## src/rtl/ram_port_arbiter.sv

```systemverilog
// Two-port req/gnt arbiter in front of a single-port synchronous RAM, with lock/MAX_HOLD ownership.
// Optional macro ARB_ROUND_ROBIN_EN selects a round-robin base policy; otherwise port 0 has fixed priority.
module ram_port_arbiter #(
  parameter int ADDR_W   = 5,
  parameter int DATA_W   = 16,
  parameter int MAX_HOLD = 8
) (
  input  logic              clock,
  input  logic              reset,
  input  logic              req0,
  input  logic              req1,
  input  logic              we0,
  input  logic              we1,
  input  logic              lock0,
  input  logic              lock1,
  input  logic [ADDR_W-1:0] addr0,
  input  logic [ADDR_W-1:0] addr1,
  input  logic [DATA_W-1:0] wdata0,
  input  logic [DATA_W-1:0] wdata1,
  output logic              gnt0,
  output logic              gnt1,
  output logic              rvalid0,
  output logic              rvalid1,
  output logic [DATA_W-1:0] rdata,
  output logic              ram_we,
  output logic [ADDR_W-1:0] ram_addr,
  output logic [DATA_W-1:0] ram_wdata,
  input  logic [DATA_W-1:0] ram_rdata,
  output logic              busy
);
  localparam int HOLD_W = $clog2(MAX_HOLD + 1);
  localparam logic [HOLD_W-1:0] HOLD_MAX = HOLD_W'(MAX_HOLD);
  localparam logic [HOLD_W-1:0] HOLD_ONE = HOLD_W'(1);

  logic [1:0]        req;
  logic              grant_any;
  logic              winner;
  logic              base_pick;
  logic              sel_we;
  logic              sel_lock;
  logic [ADDR_W-1:0] sel_addr;
  logic [DATA_W-1:0] sel_wdata;

  logic              owner_valid_reg, owner_valid_next;
  logic              owner_reg, owner_next;
  logic [HOLD_W-1:0] hold_cnt_reg, hold_cnt_next;

  logic              acc_reg;
  logic              busy_reg;
  logic              ram_we_reg;
  logic [ADDR_W-1:0] ram_addr_reg;
  logic [DATA_W-1:0] ram_wdata_reg;
  logic              rd_pend_reg;
  logic              rd_port_reg;
  logic              rvalid0_reg;
  logic              rvalid1_reg;

  assign req = {req1, req0};

`ifdef ARB_ROUND_ROBIN_EN
  logic last_reg;
  assign base_pick = ~last_reg;
  always_ff @(posedge clock) begin
    if (reset) begin
      last_reg <= 1'b1;
    end else if (grant_any) begin
      last_reg <= winner;
    end
  end
`else
  assign base_pick = 1'b0;
`endif

  // Owner keeps the port until MAX_HOLD grants have been used while the other side waits.
  always_comb begin
    grant_any = 1'b0;
    winner    = 1'b0;
    if (!reset && (req0 || req1)) begin
      grant_any = 1'b1;
      if (owner_valid_reg && req[owner_reg] && (hold_cnt_reg < HOLD_MAX)) begin
        winner = owner_reg;
      end else if (owner_valid_reg && (hold_cnt_reg == HOLD_MAX) && req[~owner_reg]) begin
        winner = ~owner_reg;
      end else if (req0 && req1) begin
        winner = base_pick;
      end else begin
        winner = req1;
      end
    end
  end

  assign gnt0      = grant_any & ~winner;
  assign gnt1      = grant_any & winner;
  assign sel_we    = winner ? we1    : we0;
  assign sel_lock  = winner ? lock1  : lock0;
  assign sel_addr  = winner ? addr1  : addr0;
  assign sel_wdata = winner ? wdata1 : wdata0;

  always_comb begin
    owner_valid_next = owner_valid_reg;
    owner_next       = owner_reg;
    hold_cnt_next    = hold_cnt_reg;
    if (grant_any) begin
      if (sel_lock) begin
        owner_valid_next = 1'b1;
        owner_next       = winner;
        if (owner_valid_reg && (owner_reg == winner)) begin
          hold_cnt_next = (hold_cnt_reg == HOLD_MAX) ? hold_cnt_reg : hold_cnt_reg + HOLD_ONE;
        end else begin
          hold_cnt_next = HOLD_ONE;
        end
      end else begin
        owner_valid_next = 1'b0;
        hold_cnt_next    = '0;
      end
    end else if (owner_valid_reg && !req[owner_reg]) begin
      owner_valid_next = 1'b0;
      hold_cnt_next    = '0;
    end
  end

  always_ff @(posedge clock) begin
    if (reset) begin
      owner_valid_reg <= 1'b0;
      owner_reg       <= 1'b0;
      hold_cnt_reg    <= '0;
      acc_reg         <= 1'b0;
      busy_reg        <= 1'b0;
      ram_we_reg      <= 1'b0;
      ram_addr_reg    <= '0;
      ram_wdata_reg   <= '0;
      rd_pend_reg     <= 1'b0;
      rd_port_reg     <= 1'b0;
      rvalid0_reg     <= 1'b0;
      rvalid1_reg     <= 1'b0;
    end else begin
      owner_valid_reg <= owner_valid_next;
      owner_reg       <= owner_next;
      hold_cnt_reg    <= hold_cnt_next;
      acc_reg         <= grant_any;
      busy_reg        <= grant_any | acc_reg;
      ram_we_reg      <= grant_any & sel_we;
      if (grant_any) begin
        ram_addr_reg  <= sel_addr;
        ram_wdata_reg <= sel_wdata;
      end
      rd_pend_reg     <= grant_any & ~sel_we;
      rd_port_reg     <= winner;
      rvalid0_reg     <= rd_pend_reg & ~rd_port_reg;
      rvalid1_reg     <= rd_pend_reg & rd_port_reg;
    end
  end

  assign ram_we    = ram_we_reg;
  assign ram_addr  = ram_addr_reg;
  assign ram_wdata = ram_wdata_reg;
  assign rvalid0   = rvalid0_reg;
  assign rvalid1   = rvalid1_reg;
  assign busy      = busy_reg;
  // The RAM's output register supplies the N+2 stage; data is zeroed outside its valid pulse.
  assign rdata     = (rvalid0_reg | rvalid1_reg) ? ram_rdata : '0;
endmodule

```

## config.mk

```make
export PLATFORM = sky130hd
export DESIGN_NAME = ram_port_arbiter
export DESIGN_NICKNAME = d
export VERILOG_FILES = /design/src/rtl/ram_port_arbiter.sv
export SDC_FILE = /design/constraint.sdc
export NUM_CORES = 1
export LEC_CHECK = 0
export ABC_AREA = 1
export CAP_MARGIN = 40
export CELL_PAD_IN_SITES_DETAIL_PLACEMENT = 0
export CELL_PAD_IN_SITES_GLOBAL_PLACEMENT = 1
export CORE_ASPECT_RATIO = 0.7
export CORE_MARGIN = 2
export CORE_UTILIZATION = 40
export DETAILED_ROUTE_END_ITERATION = 8
export DONT_BUFFER_PORTS = 1
export GPL_TIMING_DRIVEN = 0
export HOLD_SLACK_MARGIN = 0.12
export PLACE_DENSITY = 0.78
export SLEW_MARGIN = 25
export SYNTH_ARGS = -nofsm -noshare
export SYNTH_HDL_FRONTEND = slang
export SYNTH_SLANG_ARGS = --single-unit
```

## constraint.sdc

```tcl
create_clock -name clock -period 1.8 [get_ports clock]
set_input_delay 0.27 -clock clock [delete_from_list [all_inputs] [get_ports clock]]
set_output_delay 0.27 -clock clock [all_outputs]
set_load 0.02 [all_outputs]
```

# After elaboration in Yosys (flattened, before gate mapping)
# Index checks and enable logic that the tools add are counted.
# word_totals
in_bits,66
ff_bits,34
output_inout_bits,43
wordCells,67
# classes
reduce_logical,14
magnitude_cmp,3
n_mux,22
n_addsub,1
bitwise_logic,12
n_eq_ne,3
# ops
operator,count
2-to-1 mux 16 bit,2
2-to-1 mux 4 bit,5
2-to-1 mux 1 bit,14
logical AND 1 bit,8
AND 1 bit,6
2-to-1 mux 5 bit,1
"adder 4 x 1 -> 4 bit, second input constant",1
"equality test 4 bit, second input constant",1
"< comparator 1 x 2 -> 1 bit, second input constant",2
"< comparator 4 bit, second input constant",1
"inequality test 4 bit, second input constant",1
inverter 1 bit,4
AND reduction 2 bit,2
zero test 1 bit,2
bitwise OR 1 bit,2
nonzero test 2 bit,1
equality test 1 bit,1
logical OR 1 bit,1

# Logic depth before layout (Yosys ltp)
# depth
depth_word,12
ltp_mapped,16
mapped_depth_nobuf,16

# Worst setup path before layout
# OpenSTA, ideal clock, no wires.
# synth_timing
path_type,flip-flop to flip-flop
from,reg hold_cnt_reg[0]
to,reg hold_cnt_reg[0]
stages_incl_launch_ff,13
arrival_time_ns,1.568
required_ns,1.685
n_path_buf,0
path_slack_ns,0.117
period_less_slack_ns,1.683
setup_time_ns,0.115
cell_sequence,dfxtp_1 -> inv_1 -> ha_1 -> nand2_1 -> nor2_1 -> nand2_1 -> nand2_1 -> nand2_2 -> nand4_1 -> a21oi_2 -> nand2_4 -> a21oi_1 -> nor2_1
# synth_between
elab_chain_len,11
# synth_lines
element,line_no,text
from (decl),46,"logic [HOLD_W-1:0] hold_cnt_reg, hold_cnt_next;"
from (signal assigned),139,hold_cnt_reg <= hold_cnt_next;
equality test 4 bit,"82, 108",
logical AND 1 bit (2 in a row),82,end else if (owner_valid_reg && (hold_cnt_reg == HOLD_MAX) && req[~owner_reg]) begin
2-to-1 mux 1 bit,82,
2-to-1 mux 1 bit,80,if (owner_valid_reg && req[owner_reg] && (hold_cnt_reg < HOLD_MAX)) begin
2-to-1 mux 1 bit,78,if (!reset && (req0 || req1)) begin
equality test 1 bit,107,if (owner_valid_reg && (owner_reg == winner)) begin
logical AND 1 bit,107,
2-to-1 mux 4 bit,107,
2-to-1 mux 4 bit,104,if (sel_lock) begin
2-to-1 mux 4 bit,103,if (grant_any) begin
# Parallel ways exist; a longest one is shown, timed or not. The select of a mux whose other input is x is not followed.
# A chain may end at the register's enable or synchronous reset.

# Worst setup path in the final report
# layout_timing
from,reg hold_cnt_reg[1]
to,out gnt1
# layout_between
elab_chain_len,7
# layout_lines
element,line_no,text
equality test 4 bit,82,
logical AND 1 bit (2 in a row),82,
2-to-1 mux 1 bit,82,
2-to-1 mux 1 bit *,80,
2-to-1 mux 1 bit *,78,
AND 1 bit *,93,assign gnt1 = grant_any & winner;
to (decl),21,"output logic gnt1,"
# Every way passes the cells marked *; elsewhere a longest branch is shown, timed or not.

==> flow_results.org <==
** Status
- Status :: complete, but fails checks
- The checks that failed: setup timing.

** Drt
- The count of nets left with antenna violations once routing finished came out at 0.
- For this run, design rule violations remaining after detail routing come to 0.
- The detailed router placed 1,736 vias in this run.
- Final wirelength :: 4.63 mm
- Starting DRT DRC Count :: 52
- Detailed Routing Iterations Pass 1 :: 4
- Dividing the detail-routed wire length by the instance count gives 12.7 um.
- In the routed layout, each cell is associated on average with a via count of roughly 4.8.

** Die
- The floorplan has 20 rows.
- Die Outline Area :: 4990 sq um
- Initial core utilization :: 0.412
- Chip width :: 83.6 um
- Core box area :: 4300 sq um
- 109 I/O pins were placed.
- The die is 59.7 um tall.

** Worst setup path
- In this run the critical register-to-register path is launched from hold_cnt_reg[1].
- Category of the worst setup path capture point :: output pin
- STA classifies the critical path startpoint as a flop.
- In this run the worst setup path terminates at gnt1.
- Cell depth of the worst flop-to-flop path :: 15
- Data on the critical path is required at its endpoint by 1.53 ns.
- The critical path is of the flop to output pin type.
- Capture instance of the worst register-to-register path :: hold_cnt_reg[1]
- Setup slack, reg-to-reg :: 0 ns
- In this run the worst path has a maximum fanout of 5.
- Worst EP arrival :: about 1.6 ns
- The critical path starts at hold_cnt_reg[1].

** Logic synthesis
- For this run, the number of Yosys warnings is 0.
- After synthesis, the share of flip-flops with an asynchronous set or reset is 0.
- After synthesis the cells add up to roughly 1800 sq um.
- Yosys reg bits :: 34
- Counting flops with a built-in enable in the synthesized netlist gives 0.
- Net count after synthesis :: 353
- Of the total synthesized cell area, the portion taken by full adders, half adders and majority gates is 0.0141.
- Primary flip-flop cell chosen by synthesis mapping :: sky130_fd_sc_hd__dfxtp_1
- The share of synthesized area in the top cell type comes to 0.384.
- Number of distinct library cell variants in the gate-level netlist after synthesis :: 24
- Of the total synthesized cell area, the portion taken by XOR and XNOR cells is 0.00988.
- After synthesis, the cell types taking the most area are sky130_fd_sc_hd__dfxtp_1 (38%), sky130_fd_sc_hd__nand2_1 (22%), sky130_fd_sc_hd__inv_1 (10%).
- Synthesized area per cell :: 6.22 sq um
- The area fraction in compound gates after synthesis is 0.0409.
- After synthesis, the largest family of logic cells by area is simple AND/OR/NAND/NOR gates.
- Of the total synthesized cell area, the portion taken by AND, OR, NAND and NOR gates is 0.422.
- Most instantiated library cell after synthesis :: sky130_fd_sc_hd__nand2_1
- Mux share of post-synthesis cell area :: 0
- Gate count after technology mapping :: between 200 and 300
- For this run, the register share of the synthesized area comes to 0.384.
- Library cell occupying the most area in the post-synthesis netlist :: sky130_fd_sc_hd__dfxtp_1
- Sorting the synthesized cells by how often they occur yields sky130_fd_sc_hd__nand2_1 (104), sky130_fd_sc_hd__inv_1 (49), sky130_fd_sc_hd__dfxtp_1 (34).

** Timing
- Hold violation total from the final report :: 0
- Unrepaired setup endpoints after global routing :: true
- Dividing the final minimum period by the clock period gives 1.02.
- After layout, the worst setup slack is -0.0427 ns.
- Final critical-path required period :: 1.84 ns
- Setup-failing EPs final :: 2
- Setup TNS :: -0.0470 ns
- For this run, the top clock speed supported by timing is 0.543 GHz.
- The number of max-slew violations in the final report came to 0.
- Hold timing on the final database bottoms out at a slack of 0.156 ns.
- Clock tree skew after final layout :: 0.00450 ns
- Slew of the pin with the lowest slew margin :: 0.555 ns
- The worst pin sits at a relative slew slack of 0.630.

** Flow run
- Max-cap violations :: 0

** Clock network
- Clock latency on the worst-skew pair, taken at its later pin, is 0.28 ns.
- Clock transition at the registers of the reported paths :: ~0.070 ns
- Total CTS buffers :: 5
- Number of sinks on the clock net :: 34
- CTS tree :: done
- Root cell of the clock tree :: sky130_fd_sc_hd__clkbuf_8
- The clock passes through at most 2 buffers.
- Number of H-tree levels :: 2

** Global route
- Via count of the first global-routing pass :: 1,398
- Across every metal layer, demand over resource in global routing totals 0.183.
- For this run the aggregate overflow at the end of global routing stands at 0.
- The first global-routing pass estimated between 6 and 7 mm of wire.
- The initial antenna violation count is 0.
- Pin count of the biggest net entering global routing :: 11

** Pwr
- After layout, the design draws a total of 1.81 mW.
- Total internal power :: between 1 and 1.5 mW
- Combinational share of power :: 0.163
- Of the total power, the share spent switching nets is 0.280.
- Worst ir drop on vdd :: ~0.36 mV
- The share of total power dissipated in sequential elements is 0.483.
- For this design the static power due to leakage is 1.20 nW.
- Pwr dens :: about 820 nW/um^2
- In this run the power spent charging and discharging nets is 0.507 mW.
- Clk network pwr share :: 0.354

** Worst hold path
- In this run the most critical hold path is launched from we1.
- Worst Hold Path Cells :: 2
- Type of the most critical hold path :: primary input to flop

** Placement
- IO Port Bufs :: 0
- The congestion estimate from routability-driven global placement came to 0.776.
- Number of placed instances, taps included :: between 300 and 400
- Cell area reported after detailed placement :: 1840 sq um
- Post-place setup slack :: -0.145 ns
- Detailed placement ended at an HPWL of 3.38 mm.

** Final layout
- The area growth from synthesis to layout is 24.3%.
- Once layout is complete, the utilization of the core stands at 0.512.
- N_diodes :: 0
- Summing all non-filler instances in the final layout gives an area of 2200 sq um.
- The register with the most flip-flops in the layout has 16 of them.
- Post-layout nets :: 375
- Filler-free cell count of the finished design :: 363
- Proportion of layout cells with a drive suffix above 1 :: 0.179
==> cell type report <==
cell class	instances	area [sq um]
Fill cell	442	2100
Multi-Input combinational cell	192	912
Sequential cell	34	684
Inverter	51	196
Timing Repair Buffer	15	161
Clock buffer	8	110
Buffer	8	70.1
Tap cell	55	68.8
==> worst max-delay path, stage by stage (launching register included) <==
cell and delay [ns]:
sky130_fd_sc_hd__dfxtp_2 0.33, sky130_fd_sc_hd__inv_2 0.07, sky130_fd_sc_hd__ha_4 0.13, sky130_fd_sc_hd__nand2_2 0.05, sky130_fd_sc_hd__nor2_2 0.13, sky130_fd_sc_hd__nand2_1 0.07, sky130_fd_sc_hd__nand2_1 0.07, sky130_fd_sc_hd__nand2_2 0.07
sky130_fd_sc_hd__nand2_2 0.10, sky130_fd_sc_hd__nand2_4 0.08, sky130_fd_sc_hd__inv_6 0.08, sky130_fd_sc_hd__buf_12 0.12
==> power by group through the flow <==
stage	Sequential, mW	Combinational (mW)	Clock [mW]
2_1_floorplan	0.881	0.192	0
3_3_place_gp	0.892	0.232	0
3_5_place_dp	0.892	0.234	0
4_1_cts	0.875	0.287	0.674
5_1_grt	0.881	0.332	0.707
6_report	0.875	0.296	0.643
==> kinds of logic after synthesis <==
logic type | after synthesis
AOI/OAI and AO/OA | 13
xor gates and xnor gates | 2
adders and majority gates | 2
buffers and inverters | 59
DFF | 34
and+or+nand+nor | 175
==> layout by cell type, fill, tap and decap left out, types with 3 or more instances in the layout <==
cell type,n
sky130_fd_sc_hd__a21oi_1,8
sky130_fd_sc_hd__buf_4,10
sky130_fd_sc_hd__clkbuf_8,8
sky130_fd_sc_hd__dfxtp_1,31
sky130_fd_sc_hd__dfxtp_2,3
sky130_fd_sc_hd__dlygate4sd3_1,3
sky130_fd_sc_hd__inv_1,45
sky130_fd_sc_hd__inv_2,4
sky130_fd_sc_hd__nand2_1,102
sky130_fd_sc_hd__nand2_2,5
sky130_fd_sc_hd__nand3_1,27
sky130_fd_sc_hd__nand4_1,3
sky130_fd_sc_hd__nor2_1,27
sky130_fd_sc_hd__nor2_2,4
==> worst min-delay path by stage <==
| stage | to | slack (ns) |
|---|---|---|
| after floorplan | owner_reg | 0.34 |
| after global placement | owner_reg | 0.34 |
| after detailed placement | owner_reg | 0.34 |
| after CTS | ram_wdata[6] | 0.17 |
| after global routing | ram_we | 0.16 |
| final | ram_we | 0.16 |
==> metal layers <==
layer | track usage | share of wire | vias to the layer above
li1 | - | - | 898
met1 | 0.221 | 0.43 | 752
met2 | 0.302 | 0.46 | 80
met3 | 0.0760 | 0.097 | 6
met4 | 0.0622 | 0.011 | 0
met5 | 0 | 0 | -
==> what timing repair did <==
action                                 CTS  global route
resized for setup                       21            15
setup buffers                           11             0
gates cloned                             1             0
endpoints found under the hold margin    4             0
pin swaps                                6             6
setup endpoints to repair               39            39
hold buffers                             3             0
Power figures use the tool's default switching activity.
